[src/rtl/lcd_sched_pkg.sv]
// Shared types and constants for the LCD command scheduler.
package lcd_sched_pkg;

  typedef enum logic [2:0] {
    StArb,
    StIssue,
    StWaitHi,
    StWaitLo,
    StDrain,
    StFin
  } sched_state_e;

  localparam logic [3:0] CmdWrite  = 4'd0;
  localparam logic [3:0] CmdUp     = 4'd1;
  localparam logic [3:0] CmdDown   = 4'd2;
  localparam logic [3:0] CmdLeft   = 4'd3;
  localparam logic [3:0] CmdRight  = 4'd4;
  localparam logic [3:0] CmdMax    = 4'd5;
  localparam logic [3:0] CmdMin    = 4'd6;
  localparam logic [3:0] CmdAvg    = 4'd7;
  localparam logic [3:0] CmdRotCcw = 4'd8;
  localparam logic [3:0] CmdRotCw  = 4'd9;
  localparam logic [3:0] CmdMirX   = 4'd10;
  localparam logic [3:0] CmdMirY   = 4'd11;

  localparam logic [3:0] NopCmdDefault = 4'hF;

endpackage

[src/rtl/lcd_cmd_fifo.sv]
// Per-host 4-bit command FIFO with a synchronous flush; head is the oldest entry.
module lcd_cmd_fifo #(
  parameter int unsigned DEPTH = 4
) (
  input  logic       clk,
  input  logic       reset,
  input  logic       push,
  input  logic [3:0] wdata,
  input  logic       pop,
  input  logic       flush,
  output logic       full,
  output logic       empty,
  output logic [3:0] head
);

  localparam int unsigned AW = $clog2(DEPTH);

  logic [3:0]  mem [DEPTH];
  logic [AW:0] wr_ptr_q, rd_ptr_q;
  logic        do_push, do_pop;

  // Extra pointer bit distinguishes full from empty when the indices match.
  assign empty   = (wr_ptr_q == rd_ptr_q);
  assign full    = (wr_ptr_q[AW] != rd_ptr_q[AW]) && (wr_ptr_q[AW-1:0] == rd_ptr_q[AW-1:0]);
  assign head    = mem[rd_ptr_q[AW-1:0]];
  assign do_push = push && !full && !flush;
  assign do_pop  = pop && !empty && !flush;

  always_ff @(posedge clk or negedge reset) begin
    if (!reset) begin
      wr_ptr_q <= '0;
      rd_ptr_q <= '0;
    end else if (flush) begin
      wr_ptr_q <= '0;
      rd_ptr_q <= '0;
    end else begin
      if (do_push) wr_ptr_q <= wr_ptr_q + (AW+1)'(1);
      if (do_pop)  rd_ptr_q <= rd_ptr_q + (AW+1)'(1);
    end
  end

  always_ff @(posedge clk) begin
    if (do_push) mem[wr_ptr_q[AW-1:0]] <= wdata;
  end

endmodule

[src/rtl/lcd_cmd_sched.sv]
// Two-host round-robin command scheduler for the LCD controller command port.
// Optional watchdog on WAIT_HI/DRAIN is built when LCD_SCHED_WDOG_EN is defined.
module lcd_cmd_sched
  import lcd_sched_pkg::*;
#(
  parameter int unsigned FIFO_DEPTH = 4,
  parameter logic [3:0]  NOP_CMD    = NopCmdDefault,
  parameter int unsigned WDOG_CYC   = 16
) (
  input  logic       clk,
  input  logic       reset,
  input  logic [3:0] h0_cmd,
  input  logic       h0_valid,
  output logic       h0_ready,
  input  logic [3:0] h1_cmd,
  input  logic       h1_valid,
  output logic       h1_ready,
  output logic [3:0] lcd_cmd,
  output logic       lcd_cmd_valid,
  input  logic       lcd_busy,
  input  logic       lcd_done,
  output logic       grant_id,
  output logic       sched_idle,
  output logic       finished,
  output logic       wdog_err
);

  sched_state_e state_q;
  logic         prefer_q;
  logic         full0, full1, empty0, empty1;
  logic [3:0]   head0, head1;
  logic         elig0, elig1, both_zero, sel, issue_go;
  logic         pop0, pop1, drain_lock, wdog_hit;

  assign drain_lock = (state_q == StDrain) || (state_q == StFin);
  assign h0_ready   = !full0 && !drain_lock;
  assign h1_ready   = !full1 && !drain_lock;
  assign sched_idle = empty0 && empty1 && (state_q == StArb);

  lcd_cmd_fifo #(.DEPTH(FIFO_DEPTH)) u_fifo0 (
    .clk   (clk),
    .reset (reset),
    .push  (h0_valid && h0_ready),
    .wdata (h0_cmd),
    .pop   (pop0),
    .flush (drain_lock),
    .full  (full0),
    .empty (empty0),
    .head  (head0)
  );

  lcd_cmd_fifo #(.DEPTH(FIFO_DEPTH)) u_fifo1 (
    .clk   (clk),
    .reset (reset),
    .push  (h1_valid && h1_ready),
    .wdata (h1_cmd),
    .pop   (pop1),
    .flush (drain_lock),
    .full  (full1),
    .empty (empty1),
    .head  (head1)
  );

  // A WRITE head waits until the other host has nothing queued.
  assign both_zero = !empty0 && !empty1 && (head0 == CmdWrite) && (head1 == CmdWrite);
  assign elig0     = (!empty0 && ((head0 != CmdWrite) || empty1)) || both_zero;
  assign elig1     = !empty1 && ((head1 != CmdWrite) || empty0);

  always_comb begin
    sel = 1'b0;
    if (elig0 && elig1) sel = prefer_q;
    else if (elig1)     sel = 1'b1;
  end

  // WAIT_LO arbitrates directly once busy falls so strobes can be 3 cycles apart.
  assign issue_go = ((state_q == StArb) || (state_q == StWaitLo)) && !lcd_busy && (elig0 || elig1);
  assign pop0     = issue_go && !sel;
  assign pop1     = issue_go && sel;

  always_ff @(posedge clk or negedge reset) begin
    if (!reset) begin
      state_q       <= StArb;
      lcd_cmd       <= NOP_CMD;
      lcd_cmd_valid <= 1'b0;
      grant_id      <= 1'b0;
      prefer_q      <= 1'b0;
      finished      <= 1'b0;
    end else begin
      unique case (state_q)
        StArb, StWaitLo: begin
          if (issue_go) begin
            lcd_cmd       <= sel ? head1 : head0;
            lcd_cmd_valid <= 1'b1;
            grant_id      <= sel;
            prefer_q      <= ~sel;
            state_q       <= StIssue;
          end else if (!lcd_busy) begin
            state_q <= StArb;
          end
        end
        StIssue: begin
          lcd_cmd       <= NOP_CMD;
          lcd_cmd_valid <= 1'b0;
          state_q       <= (lcd_cmd == CmdWrite) ? StDrain : StWaitHi;
        end
        StWaitHi: begin
          if (lcd_busy)      state_q <= StWaitLo;
          else if (wdog_hit) state_q <= StArb;
        end
        StDrain: begin
          if (lcd_done || wdog_hit) begin
            finished <= 1'b1;
            state_q  <= StFin;
          end
        end
        StFin: state_q <= StFin;
        default: begin
          lcd_cmd       <= NOP_CMD;
          lcd_cmd_valid <= 1'b0;
          state_q       <= StArb;
        end
      endcase
    end
  end

`ifdef LCD_SCHED_WDOG_EN
  localparam int unsigned WdW = $clog2(WDOG_CYC + 1);

  logic [WdW-1:0] wdog_cnt_q;
  logic           wdog_run, wdog_err_q;

  // Runs only while still waiting; any state change lands on the cleared branch.
  assign wdog_run = ((state_q == StWaitHi) && !lcd_busy) || ((state_q == StDrain) && !lcd_done);
  assign wdog_hit = wdog_run && (wdog_cnt_q == WdW'(WDOG_CYC - 1));
  assign wdog_err = wdog_err_q;

  always_ff @(posedge clk or negedge reset) begin
    if (!reset) begin
      wdog_cnt_q <= '0;
      wdog_err_q <= 1'b0;
    end else begin
      wdog_cnt_q <= (wdog_run && !wdog_hit) ? wdog_cnt_q + WdW'(1) : '0;
      wdog_err_q <= wdog_err_q | wdog_hit;
    end
  end
`else
  logic unused_wdog_cyc;
  assign unused_wdog_cyc = ^WDOG_CYC;
  assign wdog_hit        = 1'b0;
  assign wdog_err        = 1'b0;
`endif

endmodule

[config.mk]
export PLATFORM = sky130hd
export DESIGN_NAME = lcd_cmd_sched
export DESIGN_NICKNAME = d
export VERILOG_FILES = /design/src/rtl/lcd_sched_pkg.sv /design/src/rtl/lcd_cmd_fifo.sv /design/src/rtl/lcd_cmd_sched.sv
export SDC_FILE = /design/constraint.sdc
export NUM_CORES = 1
export LEC_CHECK = 0
export CORE_MARGIN = 3
export CORE_UTILIZATION = 60
export CTS_BUF_LIST = sky130_fd_sc_hd__clkbuf_16
export CTS_CLUSTER_DIAMETER = 80
export CTS_CLUSTER_SIZE = 24
export DETAILED_ROUTE_END_ITERATION = 6
export PLACE_DENSITY = 0.87
export SYNTH_ARGS = -nofsm -noshare
export SYNTH_HDL_FRONTEND = slang
export SYNTH_SLANG_ARGS = --single-unit
[constraint.sdc]
create_clock -name clk -period 5.05 [get_ports clk]
set_clock_uncertainty 0.15 [all_clocks]
set_input_delay 0.7575 -clock clk [delete_from_list [all_inputs] [get_ports clk]]
set_output_delay 0.7575 -clock clk [all_outputs]
set_load 0.02 [all_outputs]
* Yosys cells after proc, flatten, opt, wreduce, memory -nomap -nowiden
Memories as Yosys holds them, arrays and structs flattened.
Cells that the tools add are included.
** Word-level totals
- Logic and storage cells :: 113
- Output and inout port bits :: 11
- Register bits after elaboration :: 23
- Bits of input ports :: 14
- Memory bits (writable) :: 32
- Memories kept :: 2
** Cells by class
- $add $sub $neg :: 4
- Eq/ne operators :: 15
- Reduce and logical (&&, ||, !) cells :: 55
- Bitwise logic cells :: 2
- Muxes and demuxes :: 25
** Memory list
- u_fifo0.mem :: depth 4, width 4, read ports 1, clocked after memory_dff 0, write ports 1, RTL line lcd_cmd_fifo.sv:18 : logic [3:0] mem [DEPTH];
- u_fifo1.mem :: depth 4, width 4, read ports 1, clocked after memory_dff 0, write ports 1, RTL line lcd_cmd_fifo.sv:18
** Operators with widths (count)
- $mux W3 :: 13
- $logic_and A1 B1 Y1 :: 26
- $pmux W3 S5 :: 1
- $add A3 B1 Y3 const B :: 4
- $logic_not A4 Y1 :: 3
- $mux W4 :: 2
- $pmux W4 S2 :: 1
- $reduce_bool A2 Y1 :: 4
- $reduce_bool A4 Y1 :: 2
- $logic_not A1 Y1 :: 7
- $mux W1 :: 7
- $eq A3 B2 Y1 const B :: 2
- $eq A3 B3 Y1 :: 2
- $eq A3 B3 Y1 const B :: 2
- $logic_or A1 B1 Y1 :: 6
- $ne A2 B2 Y1 const B :: 3
- $reduce_and A2 Y1 :: 3
- $eq A2 B2 Y1 :: 2
- $eq A3 B1 Y1 const B :: 1
- $logic_not A3 Y1 :: 1
- $ne A3 B3 Y1 const B :: 1
- $reduce_and A3 Y1 :: 1
- $reduce_or A3 Y1 :: 1
- $ne A1 B1 Y1 :: 2
- other kinds (3) :: 4

* Longest topological paths before layout
Gate-level depths: netlist (run 1).
- Depth after elaboration :: 14
- Mapped depth :: 7
- Mapped depth without buffers :: 5

* Modules after synthesis
From an unflattened synthesis (run 1), not the netlist that was laid out.
** Unflattened totals
- Cells, all modules :: 237
- Area, all modules :: 3034.2 um^2
** By module, submodules not included
- lcd_cmd_fifo :: instances 2, area each 1183.6 um^2, seq. area each 630.6 um^2, cells an instance 85
- lcd_cmd_sched :: instances 1, area each 666.9 um^2, seq. area each 280.3 um^2, cells an instance 67

* Worst setup path before layout (run 1)
Ideal clock, no wire load.
- Path type :: register to output
- Start point :: reg u_fifo0.rd_ptr_q[0]
- End point :: out sched_idle
- Setup slack :: 2.658 ns
- Cell stages (with the launch flop) :: 5
- Required time :: 4.143 ns
- Path buffers :: 1
- Arrival :: 1.485 ns
- Cell sequence :: dfrtp_1 buf_6 xor2_1 nor3_2 and4_1
** Between the ends
- Longest elaborated chain between the ends :: 3
** Ends and longest elaborated chain
- from (decl) :: RTL line lcd_cmd_fifo.sv:19 : logic [AW:0] wr_ptr_q, rd_ptr_q;
- from (signal assigned) :: RTL line lcd_cmd_fifo.sv:38 : if (do_pop) rd_ptr_q <= rd_ptr_q + (AW+1)'(1);
- $eq A3 B3 Y1 :: RTL line lcd_cmd_fifo.sv:23 : assign empty = (wr_ptr_q == rd_ptr_q);
- $logic_and A1 B1 Y1 (2 in a row) :: RTL line lcd_cmd_sched.sv:38 : assign sched_idle = empty0 && empty1 && (state_q == StArb);
- to (decl) :: RTL line lcd_cmd_sched.sv:23 : output logic sched_idle,
No other way between the ends.

* Worst setup path in the final report (run 1)
Same ends and word-level chain as after synthesis.

==> results.cfg, run 1 <==
[global_route]
grt_usage = 0.2071
grt_pass1_wl_um = 8273
grt_pass1_vias = 1682
overflow = 0
grt_start_max_net_pins = 24
antenna_found_initial = 0

[logic_synthesis]
syn-num-nets = 225
syn_area_per_cell_sq_um = 13.38
synth_flop_cell = edfxtp_1
netlist_instances = 201
synth.distinct_cells = 46
synth_edf_count = 32
synth_seq_area_share = 0.5730
ys_warn_count = 0
async_flop_share = 0.4182
synth_area_sq_um = 2690
yosys_register_bits = 55

[placement]
dpl.hpwl_um = 3597
gp_congestion = 0.8649
placed_cells = 263
port_buffers = 23

[route]
wl_per_cell_um = 18.07
drt_iter0_drc = 123
viasPerCell = 6.107
drc = 0
vias = 1655
drt-total-wl_um = 4898
ant_nets = 0
first_pass_iters = 4

[sta]
worst_slew_pin_slew_ns = 1.045
setup_viol = 0
setup_tns_ns = 0
rsz0062_at_grt = false
relSlewSlack = 0.3013
period_share = 0.6733
hold_viol = 0
fmax_mhz = 294.1
drv_slew = 0
period_needed_ns = 3.400

[final_layout]
layout.cells.non_filler = 271
regArea_sq_um = 1541
final_nets = 244
syn2layout_area_growth_pct = 13.16
antenna_cells = 0
fillers = 279
multi_input_area_sq_um = 1036
final_cell_mix = edfxtp_1, clkdlybuf4s50_1, dfrtp_1
final_common_cell = edfxtp_1
drive_gt1_frac = 0.1222

[clocking]
htree_levels = 2
holdBufCountCts = 0
cts_post_setup_buffers_inserted = 0
clk_latency_ns = 0.29
ctsResizeCount = 0
cts_buffer_depth = 2
clk_pin_slew_ns = 0.07
cts_tree = built
cts_root_buf = clkbuf_16
clock-sinks = 55
cts_buffers = 5

[worst_setup_path]
path_max_fanout = 7
crit_path_end_kind = output pin
crit_type = reg -> out
worstSetupStartpointType = flip-flop
r2r_slack_ns = 2.20
cp_data_required_time_ns = 4.14
cp.arrival_ns = 2.49

[floorplanning]
core_area_sq_um = 4173
die_y_um = 72.96
fp.dieW_um = 72.96
dieArea_sq_um = 5323
io_pins = 25
placementRows = 23
initial_utilization = 0.6447

[hold_path]
hold_class = reg -> reg

[job]
maxCapViolCount = 0

[power_and_ir_drop]
p_per_area_nw_per_um2 = 652.5
leakage_uw = 0.001146
irDropWorstVdd_uv = 356.9

[outcome]
outcome = completed
-- synth_stat cells (2+ instances only) --
| library cell | number | share of area |
|---|---|---|
| a221oi_1 | 4 | 0.013 |
| a21oi_1 | 10 | 0.019 |
| dfstp_2 | 4 | 0.039 |
| a21o_2 | 2 | 0.0065 |
| nor3_1 | 7 | 0.013 |
| dfrtp_1 | 19 | 0.18 |
| mux4_2 | 5 | 0.042 |
| o211ai_1 | 3 | 0.0084 |
| o31ai_1 | 6 | 0.017 |
| buf_4 | 2 | 0.0056 |
| clkbuf_1 | 5 | 0.0070 |
| inv_1 | 9 | 0.013 |
| ha_1 | 10 | 0.047 |
| mux4_4 | 2 | 0.019 |
| nor4_1 | 2 | 0.0047 |
| xnor2_1 | 6 | 0.020 |
| buf_6 | 4 | 0.017 |
| nor2_1 | 7 | 0.0098 |
| and2_1 | 12 | 0.028 |
| edfxtp_1 | 32 | 0.36 |
| o21ai_0 | 5 | 0.0093 |
| nand2_1 | 15 | 0.021 |
| xor2_1 | 7 | 0.023 |
-- where the power goes --
| part | internal, uW | switching [uW] |
|---|---|---|
| clock | 180 | 148 |
| combinational | 389 | 481 |
| sequential | 639 | 149 |
| total | 1210 | 777 |
-- final cells by class --
type	count	area share
well taps	50	0.02055
repair buffers	23	0.07563
clock buffers	5	0.04110
multi-input cells	126	0.3403
clock inverters	3	0.004932
inverters	9	0.01110
flip-flops and latches	55	0.5064
-- worst max-delay path, cell delays in order (launching register included) --
cell and delay (ns):
dfrtp_1 0.52, xor2_1 0.26, nor3_2 0.53, and4_1 0.28, clkdlybuf4s50_1 0.60
-- final timing paths --
| path | from | end | depth (start not counted) |
|---|---|---|---|
| max in group asynchronous | reset | state_q[0] | 1 |
| min in group asynchronous | reset | prefer_q | 1 |
| min reg2reg | finished | finished | 1 |
| min | finished | finished | 1 |
| max reg2reg | u_fifo1.rd_ptr_q[0] | lcd_cmd[1] | 5 |
| max | u_fifo0.rd_ptr_q[0] | sched_idle | 4 |
-- cell families after synthesis --
group,synth area share
buffers and inverters,0.04186
AO/OA/AOI/OAI,0.1181
adder cells (fa/ha/maj),0.04651
XOR/XNOR,0.04233
AND/OR/NAND/NOR,0.1028
other,0.001394
flip-flops,0.5730
multiplexers,0.07396
-- layer usage --
layer / global-route usage / part of all wire
met4: 0.08607 / 0.025
met5: 0 / 0
met2: 0.3397 / 0.49
met3: 0.03994 / 0.035
met1: 0.2709 / 0.45
-- per-stage QoR --
| stage | utilization | total power [uW] | area, sq um | setup WS (ns) | hold slack (ns) |
|---|---|---|---|---|---|
| final | 0.7295 | 1986 | 3044 | 1.650 | 0.3376 |
| after global routing | 0.7295 | 2121 | 3044 | 1.528 | 0.3661 |
| after CTS | 0.7295 | 1987 | 3044 | 1.675 | 0.3379 |
| after detailed placement | 0.6960 | 1653 | 2904 | 2.006 | 0.3234 |
| after global placement | 0.6960 | 1612 | 2904 | 2.043 | 0.3026 |
| after floorplan | - | 1451 | 2690 | 2.658 | 0.3072 |
-- sequential cells by signal (all words and copies together), names as in the netlist --
name,count
u_fifo1.mem,16
u_fifo1.wr_ptr_q,3
u_fifo0.wr_ptr_q,3
finished,1
u_fifo0.rd_ptr_q,3
u_fifo0.mem,16
lcd_cmd_valid,1
lcd_cmd,4
prefer_q,1
u_fifo1.rd_ptr_q,3
state_q,3
grant_id,1
Note: power is estimated with default switching activity, not from simulation.
==> run 2: changes to the inputs <==
- CORE_UTILIZATION: 60 -> 51
- PLACE_DENSITY: 0.87 -> 0.79
- clock period: 5.05 -> 3 ns (I/O delays scaled with it)
==> run 2 against run 1 <==
  * Utilization down 9.5 points
  * Wire length up 1.8%
  * Worst setup slack worse by 1.5 ns
  * Clock-buffer cell count unchanged
  * Largest power group unchanged
==> results.cfg, run 2 (synthesis results as in run 1) <==
[final_layout]
antenna_cells = 0
finalInstanceArea_sq_um = 3115
syn2layout_area_growth_pct = 15.81
final_cell_mix = edfxtp_1, clkdlybuf4s50_1, dfrtp_1
final_nets = 250
regArea_sq_um = 1541
drive_gt1_frac = 0.1498
multi_input_area_sq_um = 1036
postLayoutCoreUtil = 0.6344
final_common_cell = edfxtp_1
fillers = 364

[sta]
fmax_mhz = 355.9
setup_tns_ns = 0
setup_viol = 0
hold_viol = 0
rsz0062_at_grt = false
relSlewSlack = 0.6595
drv_slew = 0
whs_ns = 0.3311
worst_slew_pin_slew_ns = 0.5108
period_needed_ns = 2.809
period_share = 0.9365

[power_and_ir_drop]
irDropWorstVdd_uv = 492.4
p_per_area_nw_per_um2 = 1093
leakage_uw = 0.001182
fin_total_pwr_uw = 3405

[worst_setup_path]
critPathLaunch = u_fifo1.rd_ptr_q[0]
path_cells = xor2_1 -> nor3_1 -> buf_4 -> and4_1 -> clkdlybuf4s50_1
crit_family = buffers and inverters
cp.buffers_inverters = 2
cp_slowest_cell = clkdlybuf4s50_1
cp.arrival_ns = 2.21
path_max_fanout = 9
r2r-start = u_fifo1.rd_ptr_q[0]
worst-r2r-cell-count = 5
r2r_slack_ns = 0.19
worstSetupStartpointType = flip-flop
max_stage_delay_ns = 0.61
cp_data_required_time_ns = 2.40
crit_type = reg -> out
crit_path_end_kind = output pin
r2r_end = lcd_cmd[2]

[clocking]
clk_pin_slew_ns = 0.07
htree_levels = 2
ctsResizeCount = 0
clock-sinks = 55
holdBufCountCts = 0
cts_buffer_depth = 2
cts_tree = built
cts_post_setup_buffers_inserted = 0
clk_latency_ns = 0.29
cts_buffers = 5
cts_root_buf = clkbuf_16

[hold_path]
hold_start = finished
holdPathEnd = finished
hold_class = reg -> reg
whs_path_depth = 1

[floorplanning]
fp.dieW_um = 78.63
placementRows = 25
initial_utilization = 0.5478
dieArea_sq_um = 6182
core_area_sq_um = 4911
die_y_um = 78.63
io_pins = 25

[route]
first_pass_iters = 4
drc = 0
drt_iter0_drc = 164
vias = 1645
drt-total-wl_um = 4987
viasPerCell = 5.595
wl_per_cell_um = 16.96
ant_nets = 0

[global_route]
overflow = 0
antenna_found_initial = 0
grt_usage = 0.1766
grt_start_max_net_pins = 24
grt_pass1_wl_um = 8190
grt_pass1_vias = 1628

[outcome]
outcome = completed

[placement]
gp_congestion = 0.7961
dpl.hpwl_um = 3682
dpl_cell_area_sq_um = 2970
port_buffers = 23

[job]
maxCapViolCount = 0
==> run 2: final cells by class <==
class | instances | share of cell area
sequential | 55 | 0.4948
inverter | 9 | 0.01084
multi-input combinational | 126 | 0.3325
timing repair buffer | 29 | 0.08835
clock buffer | 5 | 0.04016
tap | 67 | 0.02691
clock inverter | 3 | 0.006426
==> run 2: power by group <==
| group | total [uW] | internal [uW] | switching, uW |
|---|---|---|---|
| Clock | 568 | 309 | 258 |
| Sequential | 1320 | 1080 | 245 |
| Combinational | 1520 | 690 | 826 |
==> run 2: worst reg2reg max path: stages, from the launching register on <==
cell and delay [ns]:
dfrtp_1 0.61, mux4_2 0.57, or4_4 0.59, o221ai_2 0.45, a221oi_1 0.20, a21oi_1 0.16
==> run 2: worst max path at each step <==
stage                     depth (start not counted)  slack (ns)                  end
final                                             5        0.19           sched_idle
after global routing                              5        0.04           lcd_cmd[2]
after CTS                                         4        0.18           sched_idle
after detailed placement                          5        0.21           lcd_cmd[2]
after global placement                            5        0.34           lcd_cmd[2]
after floorplan                                   6        0.61  u_fifo0.rd_ptr_q[2]
==> run 2: per-stage QoR <==
| step | std cells | setup WS (ns) |
|---|---|---|
| CTS | 294 | 0.1808 |
| finish | 294 | 0.1906 |
| detailed placement | 286 | 0.2132 |
| global route | 294 | 0.04025 |
| global placement | 286 | 0.3395 |
| floorplan | 201 | 0.6098 |
==> run 2: routing by layer <==
layer / up-vias / part of all wire / GRT usage
li1: 798 / - / -
met1: 798 / 0.46 / 0.2375
met2: 42 / 0.48 / 0.2852
met3: 7 / 0.047 / 0.03211
met4: 0 / 0.018 / 0.06818
met5: - / 0 / 0
==> run 3: changes to the inputs <==
- CORE_UTILIZATION: 51 -> 38
- PLACE_DENSITY: 0.79 -> 0.63
- REMOVE_ABC_BUFFERS: unset -> 1
==> run 3 against run 2 <==
  * Utilization decreased by 17 points
  * Worst hold slack got worse by 0.012 ns
  * Sequential cell count unchanged
  * Sequential power about the same
  * Critical path depth unchanged
  * Final cell count increased by 9.5%
  * Clock power about the same
  * Fmax increased by 0.43%
  * Wire length decreased by 0.66%
  * Critical path type unchanged
  * Largest cell class unchanged
==> results.cfg, run 3 (synthesis results as in run 1) <==
[outcome]
outcome = completed

[floorplanning]
core_area_sq_um = 6832
placementRows = 30
dieArea_sq_um = 8124
fp.dieW_um = 90.14
die_y_um = 90.14
io_pins = 25
initial_utilization = 0.3938

[route]
vias = 1613
drt_iter0_drc = 74
drc = 0
drt-total-wl_um = 4954
first_pass_iters = 4
ant_nets = 0
viasPerCell = 5.009
wl_per_cell_um = 15.39

[placement]
dpl.hpwl_um = 3723
dpl_cell_area_sq_um = 2999
placed_cells = 314
gp_congestion = 0.7449
port_buffers = 23

[global_route]
grt_pass1_vias = 1669
overflow = 0
grt_pass1_wl_um = 8549
grt_usage = 0.1330
antenna_found_initial = 0
grt_start_max_net_pins = 24

[final_layout]
final_common_cell = edfxtp_1
antenna_cells = 0
postLayoutCoreUtil = 0.4603
layout.cells.non_filler = 322
final_nets = 249
finalInstanceArea_sq_um = 3144
syn2layout_area_growth_pct = 16.88
final_cell_mix = edfxtp_1, clkdlybuf4s50_1, dfrtp_1
drive_gt1_frac = 0.1460

[power_and_ir_drop]
combPwrFrac = 0.441
p_per_area_nw_per_um2 = 1075
p_sw_frac = 0.3888
irDropWorstVdd_uv = 398.8
power_frac_clock = 0.169
p_seq_frac = 0.390
switchingPower_uw = 1314
leakage_uw = 0.001177
intPower_uw = 2066

[worst_setup_path]
crit_path_end_kind = output pin
cp_data_required_time_ns = 2.40
cp.arrival_ns = 2.20
crit_type = reg -> out
worstSetupStartpointType = flip-flop
path_max_fanout = 9

[sta]
rsz0062_at_grt = false
setup_tns_ns = 0
drv_slew = 0
setup_viol = 0
hold_viol = 0
period_share = 0.9325
relSlewSlack = 0.4629
period_needed_ns = 2.797
worst_slew_pin_slew_ns = 0.8002
fmax_mhz = 357.5

[job]
maxCapViolCount = 0

[clocking]
cts_root_buf = clkbuf_16
clk_latency_ns = 0.30
cts_buffers = 5
cts_tree = built
cts_buffer_depth = 2
htree_levels = 2
clock-sinks = 55
clk_pin_slew_ns = 0.07
ctsResizeCount = 0
cts_post_setup_buffers_inserted = 0
holdBufCountCts = 0

[hold_path]
hold_class = reg -> reg
==> run 3: cell count changes in the layout (fill, tap and decap cells not counted) <==
cell,delta
buf_4,-1
==> run 3: area by class of cell <==
cell class                 instances  area, sq um
fill                             649         3687
sequential                        55         1541
multi-input combinational        126         1036
timing repair buffer              28        267.8
clock buffer                       5        125.1
tap                               96        120.1
inverter                           9        33.78
clock inverter                     3        20.02
==> run 3: critical path, cell delays in order (launching register included) <==
cell             delay [ns]
dfrtp_1                0.53
xor2_1                 0.24
nor3_1                 0.21
buf_4                  0.16
and4_1                 0.18
clkdlybuf4s50_1        0.60
==> run 3: metal layers <==
layer / global-route usage / part of all wire
met1: 0.1725 / 0.47
met2: 0.2128 / 0.47
met3: 0.03180 / 0.038
met4: 0.05740 / 0.020
met5: 0 / 0
==> run 3: per-stage QoR <==
stage               worst slack (ns)  power (uW)  hold WS [ns]
global placement              0.2951        2810        0.3066
floorplan                     0.4937        2357      0.004409
global route                 0.05232        3661        0.3500
CTS                           0.1862        3419        0.3267
finish                        0.2026        3380        0.3189
detailed placement            0.2132        2844        0.3115
==> run 3: path summary, 6_finish.rpt <==
path | startpoint | endpoint | slack, ns | cells after the start
worst min-delay path | finished | finished | 0.32 | 1
worst max-delay path | u_fifo1.rd_ptr_q[0] | sched_idle | 0.20 | 5
max in group asynchronous | reset | lcd_cmd[3] | 2.06 | 2
worst max register to register | u_fifo1.rd_ptr_q[0] | lcd_cmd[0] | 0.21 | 5
worst min register to register | finished | finished | 0.32 | 1
min in group asynchronous | reset | lcd_cmd_valid | 0.36 | 2
==> run 3: power by group through the flow <==
stage / logic (uW) / clock network [uW] / registers [uW]
floorplan: 1040 / 0 / 1320
global placement: 1480 / 0 / 1330
detailed placement: 1510 / 0 / 1340
CTS: 1510 / 588 / 1320
global route: 1680 / 615 / 1360
finish: 1490 / 570 / 1320
